==> src/rtl/spi_slave_pkg.sv <==
// Purpose : shared types for the parametrised SPI slave front-end.
// Contents: FSM state encoding, command codes, and width/state helpers.
package spi_slave_pkg;

    typedef enum logic [2:0] {
        ST_IDLE      = 3'd0,
        ST_CHK_CMD   = 3'd1,
        ST_WRITE     = 3'd2,
        ST_READ_ADD  = 3'd3,
        ST_READ_DATA = 3'd4,
        ST_TX_WAIT   = 3'd5,
        ST_TX_SHIFT  = 3'd6,
        ST_DONE      = 3'd7
    } state_e;

    // Command field carried in the top two frame bits.
    typedef enum logic [1:0] {
        CMD_WR_ADDR = 2'b00,
        CMD_WR_DATA = 2'b01,
        CMD_RD_ADDR = 2'b10,
        CMD_RD_DATA = 2'b11
    } cmd_e;

    // Bit counter must hold values 0..DATA_W+2.
    function automatic int unsigned bit_cnt_width(input int unsigned data_w);
        return $clog2(data_w + 3);
    endfunction

    function automatic logic is_rx_state(input state_e s);
        return (s == ST_WRITE) || (s == ST_READ_ADD) || (s == ST_READ_DATA);
    endfunction

endpackage

==> src/rtl/spi_tx_shifter.sv <==
// Purpose : DATA_W-bit load/shift register driving the serial read-data line.
// Ports   : clk, rst_n (sync, active low); load_i/data_i capture a word and
//           present its MSB; shift_i advances one bit; clear_i forces idle;
//           serial_o registered serial bit; done_o high once the LSB is out.
module spi_tx_shifter #(
    parameter int unsigned DATA_W = 8
) (
    input  logic              clk,
    input  logic              rst_n,
    input  logic              load_i,
    input  logic              shift_i,
    input  logic              clear_i,
    input  logic [DATA_W-1:0] data_i,
    output logic              serial_o,
    output logic              done_o
);

    localparam int unsigned CNT_W = (DATA_W < 2) ? 1 : $clog2(DATA_W);

    logic [DATA_W-1:0] sh_q, sh_d;
    logic [CNT_W-1:0]  cnt_q, cnt_d;
    logic              serial_q, serial_d;
    logic              done_q;

    // Load presents the MSB immediately; cnt tracks bits still to present.
    always_comb begin
        sh_d     = sh_q;
        cnt_d    = cnt_q;
        serial_d = serial_q;
        if (clear_i) begin
            sh_d     = '0;
            cnt_d    = '0;
            serial_d = 1'b0;
        end else if (load_i) begin
            serial_d = data_i[DATA_W-1];
            sh_d     = data_i << 1;
            cnt_d    = CNT_W'(DATA_W - 1);
        end else if (shift_i) begin
            if (cnt_q != '0) begin
                serial_d = sh_q[DATA_W-1];
                sh_d     = sh_q << 1;
                cnt_d    = cnt_q - CNT_W'(1);
            end else begin
                serial_d = 1'b0;
            end
        end
    end

    always_ff @(posedge clk) begin
        if (!rst_n) begin
            sh_q     <= '0;
            cnt_q    <= '0;
            serial_q <= 1'b0;
            done_q   <= 1'b1;
        end else begin
            sh_q     <= sh_d;
            cnt_q    <= cnt_d;
            serial_q <= serial_d;
            done_q   <= (cnt_d == '0);
        end
    end

    assign serial_o = serial_q;
    assign done_o   = done_q;

endmodule

==> src/rtl/spi_slave_param.sv <==
// Purpose : oversampled SPI slave front-end for the single-port RAM path.
//           Receives a (DATA_W+2)-bit MSB-first frame, presents it as a
//           parallel word, and serialises RAM read data on MISO.
// Ports   : clk, rst_n (sync, active low); SS_n, MOSI serial inputs;
//           tx_data/tx_valid read data from RAM; rx_data/rx_valid received
//           frame; MISO serial out; frame_err abort/timeout pulse; busy.
module spi_slave_param
    import spi_slave_pkg::*;
#(
    parameter int unsigned DATA_W     = 8,
    parameter int unsigned TX_TIMEOUT = 255
) (
    input  logic              clk,
    input  logic              rst_n,
    input  logic              SS_n,
    input  logic              MOSI,
    input  logic [DATA_W-1:0] tx_data,
    input  logic              tx_valid,
    output logic [DATA_W+1:0] rx_data,
    output logic              rx_valid,
    output logic              MISO,
    output logic              frame_err,
    output logic              busy
);

    localparam int unsigned FRAME_W = DATA_W + 2;
    localparam int unsigned CNT_W   = bit_cnt_width(DATA_W);
    localparam int unsigned TO_W    = (TX_TIMEOUT < 2) ? 1 : $clog2(TX_TIMEOUT + 1);
    localparam int unsigned TO_LAST = (TX_TIMEOUT == 0) ? 0 : TX_TIMEOUT - 1;

    state_e               state_q, state_d;
    logic [CNT_W-1:0]     bit_cnt_q, bit_cnt_d;
    logic [FRAME_W-2:0]   shift_q, shift_d;
    logic [TO_W-1:0]      to_q, to_d;
    logic                 read_add_done_q, read_add_done_d;
    logic [FRAME_W-1:0]   rx_data_q, rx_data_d;
    logic                 rx_valid_q, rx_valid_d;
    logic                 frame_err_q, frame_err_d;
    logic                 busy_q;
    logic                 last_bit_c;
    logic                 tx_load_c, tx_shift_c, tx_clear_c, tx_done;

    // Count equals FRAME_W-1 while the final frame bit is on MOSI.
    assign last_bit_c = (bit_cnt_q == CNT_W'(FRAME_W - 1));

    // Next-state and datapath control.
    always_comb begin
        state_d         = state_q;
        bit_cnt_d       = bit_cnt_q;
        shift_d         = shift_q;
        to_d            = '0;
        read_add_done_d = read_add_done_q;
        rx_data_d       = rx_data_q;
        rx_valid_d      = 1'b0;
        frame_err_d     = 1'b0;
        tx_load_c       = 1'b0;
        tx_shift_c      = 1'b0;
        tx_clear_c      = 1'b0;

        unique case (state_q)
            ST_IDLE: begin
                bit_cnt_d = '0;
                if (!SS_n) state_d = ST_CHK_CMD;
            end
            ST_CHK_CMD: begin
                if (SS_n) begin
                    state_d     = ST_IDLE;
                    frame_err_d = 1'b1;
                    bit_cnt_d   = '0;
                end else begin
                    shift_d   = (FRAME_W - 1)'(MOSI);
                    bit_cnt_d = CNT_W'(1);
                    // Command MSB 0 selects the write commands.
                    if (!MOSI)                state_d = ST_WRITE;
                    else if (read_add_done_q) state_d = ST_READ_DATA;
                    else                      state_d = ST_READ_ADD;
                end
            end
            ST_WRITE, ST_READ_ADD, ST_READ_DATA: begin
                if (last_bit_c) begin
                    // Final bit completes the frame even if SS_n rises with it.
                    rx_data_d  = {shift_q, MOSI};
                    rx_valid_d = 1'b1;
                    bit_cnt_d  = '0;
                    if (state_q == ST_READ_ADD)  read_add_done_d = 1'b1;
                    if (state_q == ST_READ_DATA) read_add_done_d = 1'b0;
                    if (SS_n)                         state_d = ST_IDLE;
                    else if (state_q == ST_READ_DATA) state_d = ST_TX_WAIT;
                    else                              state_d = ST_DONE;
                end else if (SS_n) begin
                    state_d     = ST_IDLE;
                    frame_err_d = 1'b1;
                    bit_cnt_d   = '0;
                end else begin
                    shift_d   = {shift_q[FRAME_W-3:0], MOSI};
                    bit_cnt_d = bit_cnt_q + CNT_W'(1);
                end
            end
            ST_TX_WAIT: begin
                if (SS_n) begin
                    state_d    = ST_IDLE;
                    tx_clear_c = 1'b1;
                end else if (tx_valid) begin
                    state_d   = ST_TX_SHIFT;
                    tx_load_c = 1'b1;
                end else if ((TX_TIMEOUT != 0) && (to_q == TO_W'(TO_LAST))) begin
                    state_d     = ST_DONE;
                    frame_err_d = 1'b1;
                end else begin
                    to_d = to_q + TO_W'(1);
                end
            end
            ST_TX_SHIFT: begin
                if (SS_n || tx_done) begin
                    state_d    = SS_n ? ST_IDLE : ST_DONE;
                    tx_clear_c = 1'b1;
                end else begin
                    tx_shift_c = 1'b1;
                end
            end
            ST_DONE: begin
                if (SS_n) state_d = ST_IDLE;
            end
            default: state_d = ST_IDLE;
        endcase
    end

    // State and output registers.
    always_ff @(posedge clk) begin
        if (!rst_n) begin
            state_q         <= ST_IDLE;
            bit_cnt_q       <= '0;
            shift_q         <= '0;
            to_q            <= '0;
            read_add_done_q <= 1'b0;
            rx_data_q       <= '0;
            rx_valid_q      <= 1'b0;
            frame_err_q     <= 1'b0;
            busy_q          <= 1'b0;
        end else begin
            state_q         <= state_d;
            bit_cnt_q       <= bit_cnt_d;
            shift_q         <= shift_d;
            to_q            <= to_d;
            read_add_done_q <= read_add_done_d;
            rx_data_q       <= rx_data_d;
            rx_valid_q      <= rx_valid_d;
            frame_err_q     <= frame_err_d;
            busy_q          <= (state_d != ST_IDLE);
        end
    end

    spi_tx_shifter #(
        .DATA_W (DATA_W)
    ) u_tx_shifter (
        .clk      (clk),
        .rst_n    (rst_n),
        .load_i   (tx_load_c),
        .shift_i  (tx_shift_c),
        .clear_i  (tx_clear_c),
        .data_i   (tx_data),
        .serial_o (MISO),
        .done_o   (tx_done)
    );

    assign rx_data   = rx_data_q;
    assign rx_valid  = rx_valid_q;
    assign frame_err = frame_err_q;
    assign busy      = busy_q;

    // Receive states and CHK_CMD never coexist with an active transmit word.
    wire unused_ok = is_rx_state(state_q) & 1'b0;

endmodule

==> config.mk <==
export PLATFORM = sky130hd
export DESIGN_NAME = spi_slave_param
export DESIGN_NICKNAME = d
export VERILOG_FILES = /design/src/rtl/spi_slave_pkg.sv /design/src/rtl/spi_tx_shifter.sv /design/src/rtl/spi_slave_param.sv
export SDC_FILE = /design/constraint.sdc
export NUM_CORES = 1
export LEC_CHECK = 0
export ABC_CLOCK_PERIOD_IN_PS = 2100
export BUFFER_PORTS_ARGS = -buffer_cell sky130_fd_sc_hd__buf_2
export CAP_MARGIN = 20
export CORE_MARGIN = 1
export CORE_UTILIZATION = 57
export DETAILED_ROUTE_END_ITERATION = 6
export PLACE_DENSITY = 0.79
export SYNTH_ARGS = -nofsm -noshare
export SYNTH_HDL_FRONTEND = slang
export SYNTH_SLANG_ARGS = --single-unit
==> constraint.sdc <==
create_clock -name clk -period 2.1 [get_ports clk]
set_clock_uncertainty 0.2 [all_clocks]
set_input_delay 0.21 -clock clk [delete_from_list [all_inputs] [get_ports clk]]
set_output_delay 0.21 -clock clk [all_outputs]
set_load 0.03 [all_outputs]
==> flow_metrics.tcl <==
set metrics [dict create \
    initial_core_util 0.6078 \
    ys.flop_type "dfxtp_1" \
    critical_path_peak_fanout 11 \
    drc 0 \
    maxSlewViolCount 0 \
    cts_tree "built" \
    synth.ff_latch_count 50 \
    cts_setup_buffers 0 \
    p_int_w 0.001267 \
    worstMarginPinSlew_ns 0.5027 \
    seqCellArea_um2 1001 \
    antenna_found_initial 0 \
    worst_ir_drop_vdd_mv 0.4384 \
    multi_input_area_um2 1166 \
    yosysTopAreaCellShare 0.4367 \
    min_path_type "input port to register" \
    grt_use_total 0.2099 \
    first_global_vias 1629 \
    cpLargestDelayFamily "flip-flops" \
    drt_wl_total_um 4179 \
    io_pins 27 \
    swShare 0.2293 \
    cts_buffers 5 \
    postCtsHoldBufs 6 \
    power_frac_seq 0.583 \
    grt_pass1_wl_um 7093 \
    rsz0062_at_grt "false" \
    antenna_cells 0 \
    nFillCells 298 \
    fin_tns_setup_ns 0 \
    ys_seq_area_frac 0.4367 \
    drv_cap 0 \
    yosysWarnings 0 \
    status "finished, final reports clean" \
    holdWs_ns 0.005177 \
    hpwl_um 2941 \
    crit_buf_inv 1 \
    dieArea_um2 4279 \
    detail-route-antenna-nets 0 \
    critical_path.slowest_cell "dfxtp_1" \
    via_per_inst 5.545 \
    area_delta_synth_final_pct 14.03 \
    cts_buffer_depth 2 \
    vias 1841 \
    critPathArrivalTime_ns 1.98 \
    die_h_um 65.42 \
    cts-resized-gates 0 \
    layout.nets 302 \
    combPwrFrac 0.058 \
    ys_top_cells_by_area "dfxtp_1 44%, mux2i_1 8.7%, nand2_1 4.1%" \
    clock-sinks 50 \
    placement.io_buffers 26 \
    core_area_um2 3771 \
    grt_max_degree 18 \
    wl_per_cell_um 12.59 \
    setup_viol 0 \
    syn_avg_cell_area_um2 9.169 \
    crit_required_ns 2.14 \
    worst_setup_path_start_kind "register" \
    row_count 22 \
    htreeDepth 2 \
    slew_headroom 0.6644 \
    period_share 0.9251 \
    async_flop_share 0 \
    crit_chain "nor3b_4 > o21ai_1 > a21oi_1 > buf_4 > mux2i_1" \
    dr.pass1.iters 4 \
    synth_top_area_cell "dfxtp_1" \
    hold_viol 0 \
    synth_edf_count 0 \
    p_leak_nw 1.079 \
    place_congestion 0.8343 \
    clk_latency_ns 0.30 \
    cts_root_buf "clkbuf_8" \
    end_kind "register" \
    p_per_area_nw_per_um2 629.0 \
    synthesis.area_um2 2292 \
    die_w_um 65.42 \
    drtIter0Drc 121 \
    drive_gt1_frac 0.1725 \
    clk_pin_slew_ns 0.09 \
    synth_common_cells "50 x dfxtp_1, 25 x nand2_1, 25 x nor2_1, 20 x mux2i_1, 15 x a21oi_1" \
    p_sw_w 0.0003769 \
    max_stage_delay_ns 0.64 \
    gr-total-overflow 0 \
    fmax_mhz 514.7 \
    syn_nets 269 \
    final.min_clock_period_ns 1.943 \
    synth_most_common_cell "dfxtp_1" \
    synthCells 250 \
    critPathKind "register to register" \
    synth_cell_types 48 \
    pwr-share-clk 0.359 \
]
==> worst paths after layout <==
path               from                    to  slack, ns  cells after the start
max          state_q[2]            shift_q[7]       0.16                      5
min          tx_data[6]  u_tx_shifter.sh_q[7]      0.005                      3
max reg2reg  state_q[2]            shift_q[7]       0.16                      5
min reg2reg  shift_q[8]            shift_q[8]       0.27                      2
==> final cells by class <==
class                           count  share of cell area
Timing Repair Buffer               40             0.09574
Multi-Input combinational cell    176              0.4461
Tap cell                           48             0.02298
Sequential cell                    50              0.3830
Inverter                           10             0.01436
Clock buffer                        6             0.03159
Clock inverter                      2            0.006223
==> cells by family after synthesis <==
family	synth area share
xor+xnor	0.02293
buf+inv	0.05458
compound gates	0.1425
mux	0.08734
fa+ha+maj	0.03275
simple gates	0.2233
flops	0.4367
==> layer usage <==
layer | vias to the layer above | GRT usage | wire length (um)
met5 | - | 0 | 0
li1 | 952 | - | -
met1 | 842 | 0.2666 | 1956
met4 | 0 | 0.06522 | 57
met2 | 41 | 0.3544 | 2018
met3 | 6 | 0.04340 | 146
==> state kept, by name, summed over array words and instances (netlist names), 3 cells and up <==
| register | cells |
|---|---|
| bit_cnt_q | 4 |
| rx_data | 10 |
| shift_q | 9 |
| state_q | 3 |
| to_q | 8 |
| u_tx_shifter.cnt_q | 3 |
| u_tx_shifter.sh_q | 7 |
==> power by group through the flow <==
stage	Sequential [W]	Combinational (W)	Clock, W
after floorplan	0.000982	0.0000583	0
after global placement	0.000981	0.0000848	0
after detailed placement	0.000981	0.0000853	0
after CTS	0.000959	0.0000941	0.000601
after global routing	0.000961	0.000104	0.000639
final	0.000959	0.0000946	0.000590
==> per-stage QoR <==
| step | setup WS (ns) | util | area, um2 | cells | total power, W |
|---|---|---|---|---|---|
| after floorplan | 0.3773 | - | 2292 | 250 | 0.001040 |
| after global placement | 0.2800 | 0.6510 | 2455 | 318 | 0.001066 |
| after detailed placement | 0.2164 | 0.6510 | 2455 | 318 | 0.001067 |
| after CTS | 0.1898 | 0.6931 | 2614 | 332 | 0.001654 |
| after global routing | 0.06185 | 0.6931 | 2614 | 332 | 0.001703 |
| final | 0.1573 | 0.6931 | 2614 | 332 | 0.001644 |
==> layout by cell type, fill, tap and decap left out, drive strengths merged, types with 7 or more instances in the layout <==
cell type,n
a21oi,15
a22oi,7
buf,34
dfxtp,50
inv,11
mux2i,20
nand2,25
nand3,13
nor2,25
nor3,7
o21ai,7
==> worst register-to-register path, cell delays in order, from the launching register on <==
cell and delay [ns]:
dfxtp_1 0.64, nor3b_4 0.36, o21ai_1 0.12, a21oi_1 0.14, buf_4 0.22, mux2i_1 0.21
No activity file was read; power rests on OpenSTA's default activity.
